`config.mk`:
```
export PLATFORM = sky130hd
export DESIGN_NAME = vectored_interrupt_controller
export DESIGN_NICKNAME = d
export VERILOG_FILES = /design/src/rtl/vectored_interrupt_controller.sv
export SDC_FILE = /design/constraint.sdc
export NUM_CORES = 1
export LEC_CHECK = 0
export ABC_AREA = 1
export CORE_ASPECT_RATIO = 0.6
export CORE_MARGIN = 2
export CORE_UTILIZATION = 53
export DETAILED_ROUTE_END_ITERATION = 7
export GPL_TIMING_DRIVEN = 0
export PLACE_DENSITY = 0.77
export SKIP_CTS_REPAIR_TIMING = 1
export SYNTH_ARGS = -nofsm -noshare
export SYNTH_HDL_FRONTEND = slang
export SYNTH_SLANG_ARGS = --single-unit
```
`constraint.sdc`:
```
create_clock -name clock -period 8.9 [get_ports clock]
set_input_delay 1.78 -clock clock [delete_from_list [all_inputs] [get_ports clock]]
set_output_delay 1.78 -clock clock [all_outputs]
set_load 0.005 [all_outputs]
```
`src/rtl/vectored_interrupt_controller.sv`:
```
// Vectored interrupt controller: per-channel level and trigger mode, priority
// encoding onto an active-low IPL, and interrupt-acknowledge vector generation.
module vectored_interrupt_controller #(
    parameter int unsigned CHANNELS        = 8,
    parameter logic [7:0]  SPURIOUS_VECTOR = 8'h18
) (
    input  logic                clock,
    input  logic                reset,
    input  logic                chip_enable,
    input  logic                read_write_n,
    input  logic [2:0]          host_address,
    input  logic [7:0]          host_din,
    output logic [7:0]          host_qout,
    input  logic [CHANNELS-1:0] irq,
    input  logic                iack,
    input  logic [2:0]          iack_level,
    output logic                iack_valid,
    output logic [7:0]          iack_vector,
    output logic [2:0]          host_ipl_n
);
    localparam int unsigned NCH = 8;
    localparam logic [NCH-1:0] CHAN_MASK = NCH'((32'd1 << CHANNELS) - 32'd1);

    localparam logic [2:0] ADDR_PEND   = 3'd0;
    localparam logic [2:0] ADDR_SET    = 3'd1;
    localparam logic [2:0] ADDR_ENABLE = 3'd2;
    localparam logic [2:0] ADDR_MODE   = 3'd3;
    localparam logic [2:0] ADDR_VBASE  = 3'd4;
    localparam logic [2:0] ADDR_STATUS = 3'd5;
    localparam logic [2:0] ADDR_LSEL   = 3'd6;
    localparam logic [2:0] ADDR_LEVEL  = 3'd7;

    logic [NCH-1:0] irq_ext;
    logic [NCH-1:0] sync1_q;
    logic [NCH-1:0] sync2_q;
    logic [NCH-1:0] sync_prev_q;
    logic [NCH-1:0] pending_q;
    logic [NCH-1:0] enable_q;
    logic [NCH-1:0] mode_q;
    logic [7:0]     vbase_q;
    logic [2:0]     lsel_q;
    logic [2:0]     level_q [NCH];

    logic [NCH-1:0] cand;
    logic [NCH-1:0] rise;
    logic [NCH-1:0] wr_pend;
    logic [NCH-1:0] wr_set;
    logic [NCH-1:0] ack_clr;
    logic [NCH-1:0] edge_next;
    logic [NCH-1:0] pending_next;
    logic           gs;
    logic [2:0]     win_level;
    logic [2:0]     win_chan;
    logic           ack_hit;
    logic [2:0]     ack_chan;
    logic           host_wr;
    logic           lsel_valid;
    logic [7:0]     status;

    assign irq_ext    = NCH'(irq);
    assign host_wr    = chip_enable & ~read_write_n;
    assign lsel_valid = (32'(lsel_q) < CHANNELS);

    // Candidate selection: overall winner and the acknowledge match at iack_level.
    // Ascending scan with >= / == lets the highest index win ties.
    always_comb begin
        cand      = '0;
        gs        = 1'b0;
        win_level = 3'd0;
        win_chan  = 3'd0;
        ack_hit   = 1'b0;
        ack_chan  = 3'd0;
        for (int i = 0; i < NCH; i++) begin
            cand[i] = pending_q[i] & enable_q[i] & CHAN_MASK[i] & (level_q[i] != 3'd0);
            if (cand[i] && (level_q[i] >= win_level)) begin
                gs        = 1'b1;
                win_level = level_q[i];
                win_chan  = 3'(i);
            end
            if (cand[i] && (level_q[i] == iack_level)) begin
                ack_hit  = 1'b1;
                ack_chan = 3'(i);
            end
        end
    end

    // Pending update: edge channels hold with set-over-clear, level channels follow sync.
    always_comb begin
        rise    = sync2_q & ~sync_prev_q;
        wr_pend = (host_wr && (host_address == ADDR_PEND)) ? (host_din & CHAN_MASK) : '0;
        wr_set  = (host_wr && (host_address == ADDR_SET))  ? (host_din & CHAN_MASK) : '0;
        ack_clr = (iack && ack_hit) ? (NCH'(1) << ack_chan) : '0;
        edge_next    = (pending_q & ~(wr_pend | ack_clr)) | rise | wr_set;
        pending_next = ((mode_q & edge_next) | (~mode_q & sync2_q)) & CHAN_MASK;
    end

    assign status = gs ? {1'b1, win_level, 1'b0, win_chan} : 8'h00;

    // Zero-wait register read mux.
    always_comb begin
        host_qout = 8'h00;
        case (host_address)
            ADDR_PEND:   host_qout = pending_q;
            ADDR_SET:    host_qout = sync2_q;
            ADDR_ENABLE: host_qout = enable_q;
            ADDR_MODE:   host_qout = mode_q;
            ADDR_VBASE:  host_qout = vbase_q;
            ADDR_STATUS: host_qout = status;
            ADDR_LSEL:   host_qout = {5'b0, lsel_q};
            ADDR_LEVEL:  host_qout = lsel_valid ? {5'b0, level_q[lsel_q]} : 8'h00;
            default:     host_qout = 8'h00;
        endcase
    end

    always_ff @(posedge clock) begin
        if (reset) begin
            sync1_q     <= '0;
            sync2_q     <= '0;
            sync_prev_q <= '0;
            pending_q   <= '0;
            enable_q    <= '0;
            mode_q      <= '0;
            vbase_q     <= 8'h40;
            lsel_q      <= 3'd0;
            for (int i = 0; i < NCH; i++) begin
                level_q[i] <= 3'd0;
            end
            host_ipl_n  <= 3'b111;
            iack_valid  <= 1'b0;
            iack_vector <= 8'h00;
        end else begin
            sync1_q     <= irq_ext & CHAN_MASK;
            sync2_q     <= sync1_q;
            sync_prev_q <= sync2_q;
            pending_q   <= pending_next;
            host_ipl_n  <= gs ? ~win_level : 3'b111;
            iack_valid  <= iack;
            if (iack) begin
                iack_vector <= ack_hit ? {vbase_q[7:3], ack_chan} : SPURIOUS_VECTOR;
            end
            if (host_wr) begin
                case (host_address)
                    ADDR_ENABLE: enable_q <= host_din & CHAN_MASK;
                    ADDR_MODE:   mode_q   <= host_din & CHAN_MASK;
                    ADDR_VBASE:  vbase_q  <= host_din;
                    ADDR_LSEL:   lsel_q   <= host_din[2:0];
                    ADDR_LEVEL: begin
                        if (lsel_valid) begin
                            level_q[lsel_q] <= host_din[2:0];
                        end
                    end
                    default: ;
                endcase
            end
        end
    end

endmodule

```
### After elaboration in Yosys (flattened, before gate mapping)

Memories as Yosys holds them, arrays and structs flattened. A register that Yosys moved wholly into a read port is not among the register bits.
Cells that the tools add are included.
Widths: inputs -> output; s select.

* $add $sub $neg: 0
* multiply operators: 0
* div/mod/pow operators: 0
* magnitude comparators: 8
* equal/unequal tests: 15
* shift operators: 1
* multiplexer cells: 55
* bitwise gates (word level): 31
* reduce and logical (&&, ||, !) cells: 34

Operator list (number)
* $pmux 8 s8: 1
* $mux 3: 20
* $mux 8: 5
* $and 8x8->8: 4
* $or 8x8->8: 4
* $mux 1: 25
* $eq 3x3->1: 8
* $not 8->8: 3
* $reduce_bool 3->1: 8
* $ge 3x3->1: 7
* $logic_and 1x1->1: 19
* $and 1x1->1: 17
* $eq 3x3->1 const B: 4
* $mux 2: 4
* $reduce_and 2->1: 4
* $shl 1x3->8 const A: 1
* $eq 3x2->1 const B: 2
* $eq 3x1->1 const B: 1
* $ge 3x1->1 const B: 1
* $logic_not 3->1: 1
* $not 3->3: 1
* $reduce_or 3->1: 1
* $not 1->1: 2
* $reduce_or 2->1: 1

* register bits after elaboration: 71
* bits in latches: 0
* RAM bits: 24
* bits in read-only memories: 0
* input bits: 27
* output and inout bits: 20
* word-level logic and storage cells: 156
* memories kept: 1

Memories
* level_q: words 8, bits a word 3, read ports 9, clocked after Yosys merged registers in 1, wr ports 8, line 42 `logic [2:0] level_q [NCH];`

### Depth between registers and ports, before layout

An unclocked memory read counts as a cell.

* word-level depth: 28
* depth in mapped cells: 69
* mapped depth without buffers: 69

### Least setup slack after synthesis

OpenSTA, ideal clock, no wires.

* kind: register -> output
* start point: mem level_q[0][1]
* end point: out host_qout[7]
* arrival: 6889 ps
* required time: 7120 ps
* slack: 231 ps
* cell stages (with the launch flop): 66
* path buffers: 0
* cell sequence: edfxtp_1 -> nor2_1 -> nand2_1 -> nand3_1 -> ha_1 -> nand2_1 -> inv_1 -> nand2_1 -> nand2_1 -> nand2_4 -> o21ai_0 -> ha_1 -> inv_1 -> nand2_1 -> o21ai_0 -> inv_1 -> nand2_2 -> nand2_4 -> [... 30 more ...] -> nand3_1 -> nand2_1 -> ha_1 -> nand2_1 -> o211ai_1 -> nand2_1 -> inv_1 -> nand2_1 -> and2_2 -> ha_1 -> a21oi_1 -> o211ai_1 -> nand2_1 -> nand2_1 -> inv_1 -> nand3_1 -> nand2_1 -> o2111ai_1

RTL lines
* start: declaration: line 42
* end: declaration: line 13 `output logic [7:0] host_qout,`

==> flow_summary.yaml <==
timing:
  finalSetupTns_ps: -7790
  slew_headroom_pct: 2.12
  holdWs_ps: 405
  fin_skew_ps: 6.39
  max_slew.worst_pin.slew_ps: 1460
  rsz0062_at_grt: "true"
  setup_slack_ps: -1180
  hold_viol: 0
  slew_violations: 0
  period_needed_ps: 10080
  period_share_pct: 113
  max_freq_mhz: 99.2
  setup_violations: 7
setup_path:
  crit_required_ps: 7120
  crit_arrival_ps: 8300
  crit_top_cell: "nand2_2"
  worst-path-buf-inv: 13
  worstSetupEndpointType: "primary output"
  crit_slowest_cell: "edfxtp_1"
  crit_fanout: 7
  cpLargestDelayFamily: "simple AND/OR/NAND/NOR gates"
  cp-start-kind: "register"
  path_class: "register to primary output"
  slowest_delay_ps: 450
clock_tree:
  cts_tree: "yes"
  cts_buffer_depth: 2
  htree_levels: 3
  cts_root_buffer: "clkbuf_16"
  clk_latency_ps: 350
  path_clk_slew_ps: 70
  cts_made_buffers: 9
  cts_sinks: 98
synthesis:
  yosysMostFrequentCell: "nand2_1"
  ys_types: 37
  synth_compound_area_share_pct: 19.5
  ys_seq_area_share_pct: 40.9
  synth-main-ff-cell: "dfxtp_1"
  synth_edf_count: 24
  synthAdderAreaFrac_pct: 3.95
  syn_nets: 784
  ys_top_cells_by_count: "nand2_1, nor2_1, inv_1"
  synth-simple-area-share_pct: 26.2
  synth-seq-cells: 98
  synth_area_leader_cell: "dfxtp_1"
  synth_top_family_by_area: "simple AND/OR/NAND/NOR gates"
  synthArstFlopShare_pct: 0
  yosys_warnings: 0
  synthCells: 740
  synthMuxAreaShare_pct: 0
  avgSynthCellArea_sq_um: 7.28
  synth_xor_area_share_pct: 0.813
  synth.area.top_cells: "dfxtp_1, edfxtp_1, nand2_1"
  syn_area_sq_um: 5380
  netlist.area_leader.share_pct: 27.5
cells_and_area:
  drive_gt1_share_pct: 17.6
  antennaDiodeCount: 0
  stdcell_area_sq_um: 6810
  fin_util_pct: 68.9
  area_growth_pct: 26.5
  fin_nets: 861
floorplanning:
  io_pins: 47
  coreArea_sq_um: 9880
  die_y_um: 82.1
  dieWidth_um: 134
  std_cell_rows: 28
  die_area_sq_um: 11000
  initial_core_util_pct: 54.5
drt:
  drtAntennaViolNets: 0
  vias: 5747
  avgViaCountPerCell: 6.01
  first_pass_iters: 6
  drt-initial-drc-count: 695
  wl_per_cell_um: 19.0
  routed_wl_um: 18200
  drcViolationCount: 0
global_route:
  grt_max_degree: 18
  grt_pass1_vias: 4908
  grt_pass1_wl_um: 26200
  track_usage_pct: 31.4
  grt_overflow: 0
  antenna_found_initial: 0
outcome:
  violations: "setup timing"
  outcome: "complete, but fails checks"
run:
  maxCapViolCount: 0
pwr:
  ir_drop_mv: 0.0993
  power_density_nw_per_um2: 140
  power_leakage_nw: 2.87
placed_design:
  place_area_sq_um: 5980
  place_congestion: 0.978
  io_buffers: 43
  dp_hpwl_um: 13300
worst_hold_path:
  hp-class: "register to register"
-- area by class of cell --
class	count	area, sq um
sequential	98	2200
clock inverter	6	47.5
fill	813	3070
inverter	106	400
timing repair buffer	66	591
clock buffer	10	229
multi-input combinational	518	3100
buffer	18	67.6
tap	135	169
-- report_power, final --
part           leakage (nW)  switching [W]  internal [W]
Sequential            0.853      0.0000128      0.000468
Clock                 0.136       0.000178      0.000193
Combinational          1.88      0.0000640     0.0000380
Total                  2.87       0.000255      0.000700
-- through the flow --
stage / setup WS (ps) / cells / total power, W
2_1_floorplan: 231 / 740 / 0.000537
5_1_grt: -1590 / 957 / 0.000982
3_3_place_gp: -1130 / 918 / 0.000577
4_1_cts: -1880 / 934 / 0.000941
3_5_place_dp: -1490 / 918 / 0.000580
6_report: -1180 / 957 / 0.000955
-- cells in the final DEF, fill, tap and decap left out, types with 4 or more instances in the layout --
cell             instances
inv_1                   97
a31oi_1                 19
a221oi_1                 5
clkdlybuf4s50_1         36
o22ai_1                 16
o21ai_1                  4
nand2_4                 17
inv_2                    8
nor2_1                 109
buf_4                   21
ha_4                     8
a21oi_2                  7
nand3_1                 26
nand2_1                106
o21ai_4                  4
a21oi_1                 39
clkbuf_1                19
o21ai_0                 59
dfxtp_1                 73
nor3_1                  11
o211ai_1                 4
ha_1                     9
clkbuf_16                9
nand2_2                 28
edfxtp_1                24
xor2_1                   4
nand3_2                 10
-- worst reg2reg max path, delay by kind of cell, from the launching register on --
family,cells,cell delay (ps)
adders and majority gates,7,1940
and+or+nand+nor,38,3170
buffers and inverters,13,940
AOI/OAI and AO/OA,10,1290
DFF,1,450
-- flip-flops by register name (all words and copies together), names as in the netlist, named ones only --
register and flops:
level_q 24, mode_q 8, sync_prev_q 8, lsel_q 3
iack_valid 1, host_ipl_n 3, iack_vector 8, vbase_q 8
sync1_q 8, enable_q 8, pending_q 8, sync2_q 8
-- final timing paths --
kind                 start            end  slack (ps)  cells after the start
min             sync1_q[6]     sync2_q[6]         400                      2
max          level_q[0][2]   host_qout[2]       -1180                     68
min reg2reg     sync1_q[6]     sync2_q[6]         400                      2
max reg2reg  level_q[0][2]  host_ipl_n[1]         980                     68
-- kinds of logic (layout without fill, tap and decap cells) --
logic type               count (synthesis)  count (layout)
XOR/XNOR                                 5               5
AO/OA/AOI/OAI                          176             176
flip-flops                              98              98
adder cells (fa/ha/maj)                 17              17
AND/OR/NAND/NOR                        320             320
buffers and inverters                  124             206
-- routing by layer --
| metal | up-vias | share of wire (%) | track usage [%] |
|---|---|---|---|
| met1 | 2688 | 45 | 48.7 |
| li1 | 2619 | - | - |
| met2 | 403 | 41 | 44.9 |
| met4 | 0 | 1.8 | 6.42 |
| met5 | - | 0 | 0 |
| met3 | 37 | 13 | 6.23 |
Note: power is estimated with default switching activity, not from simulation.
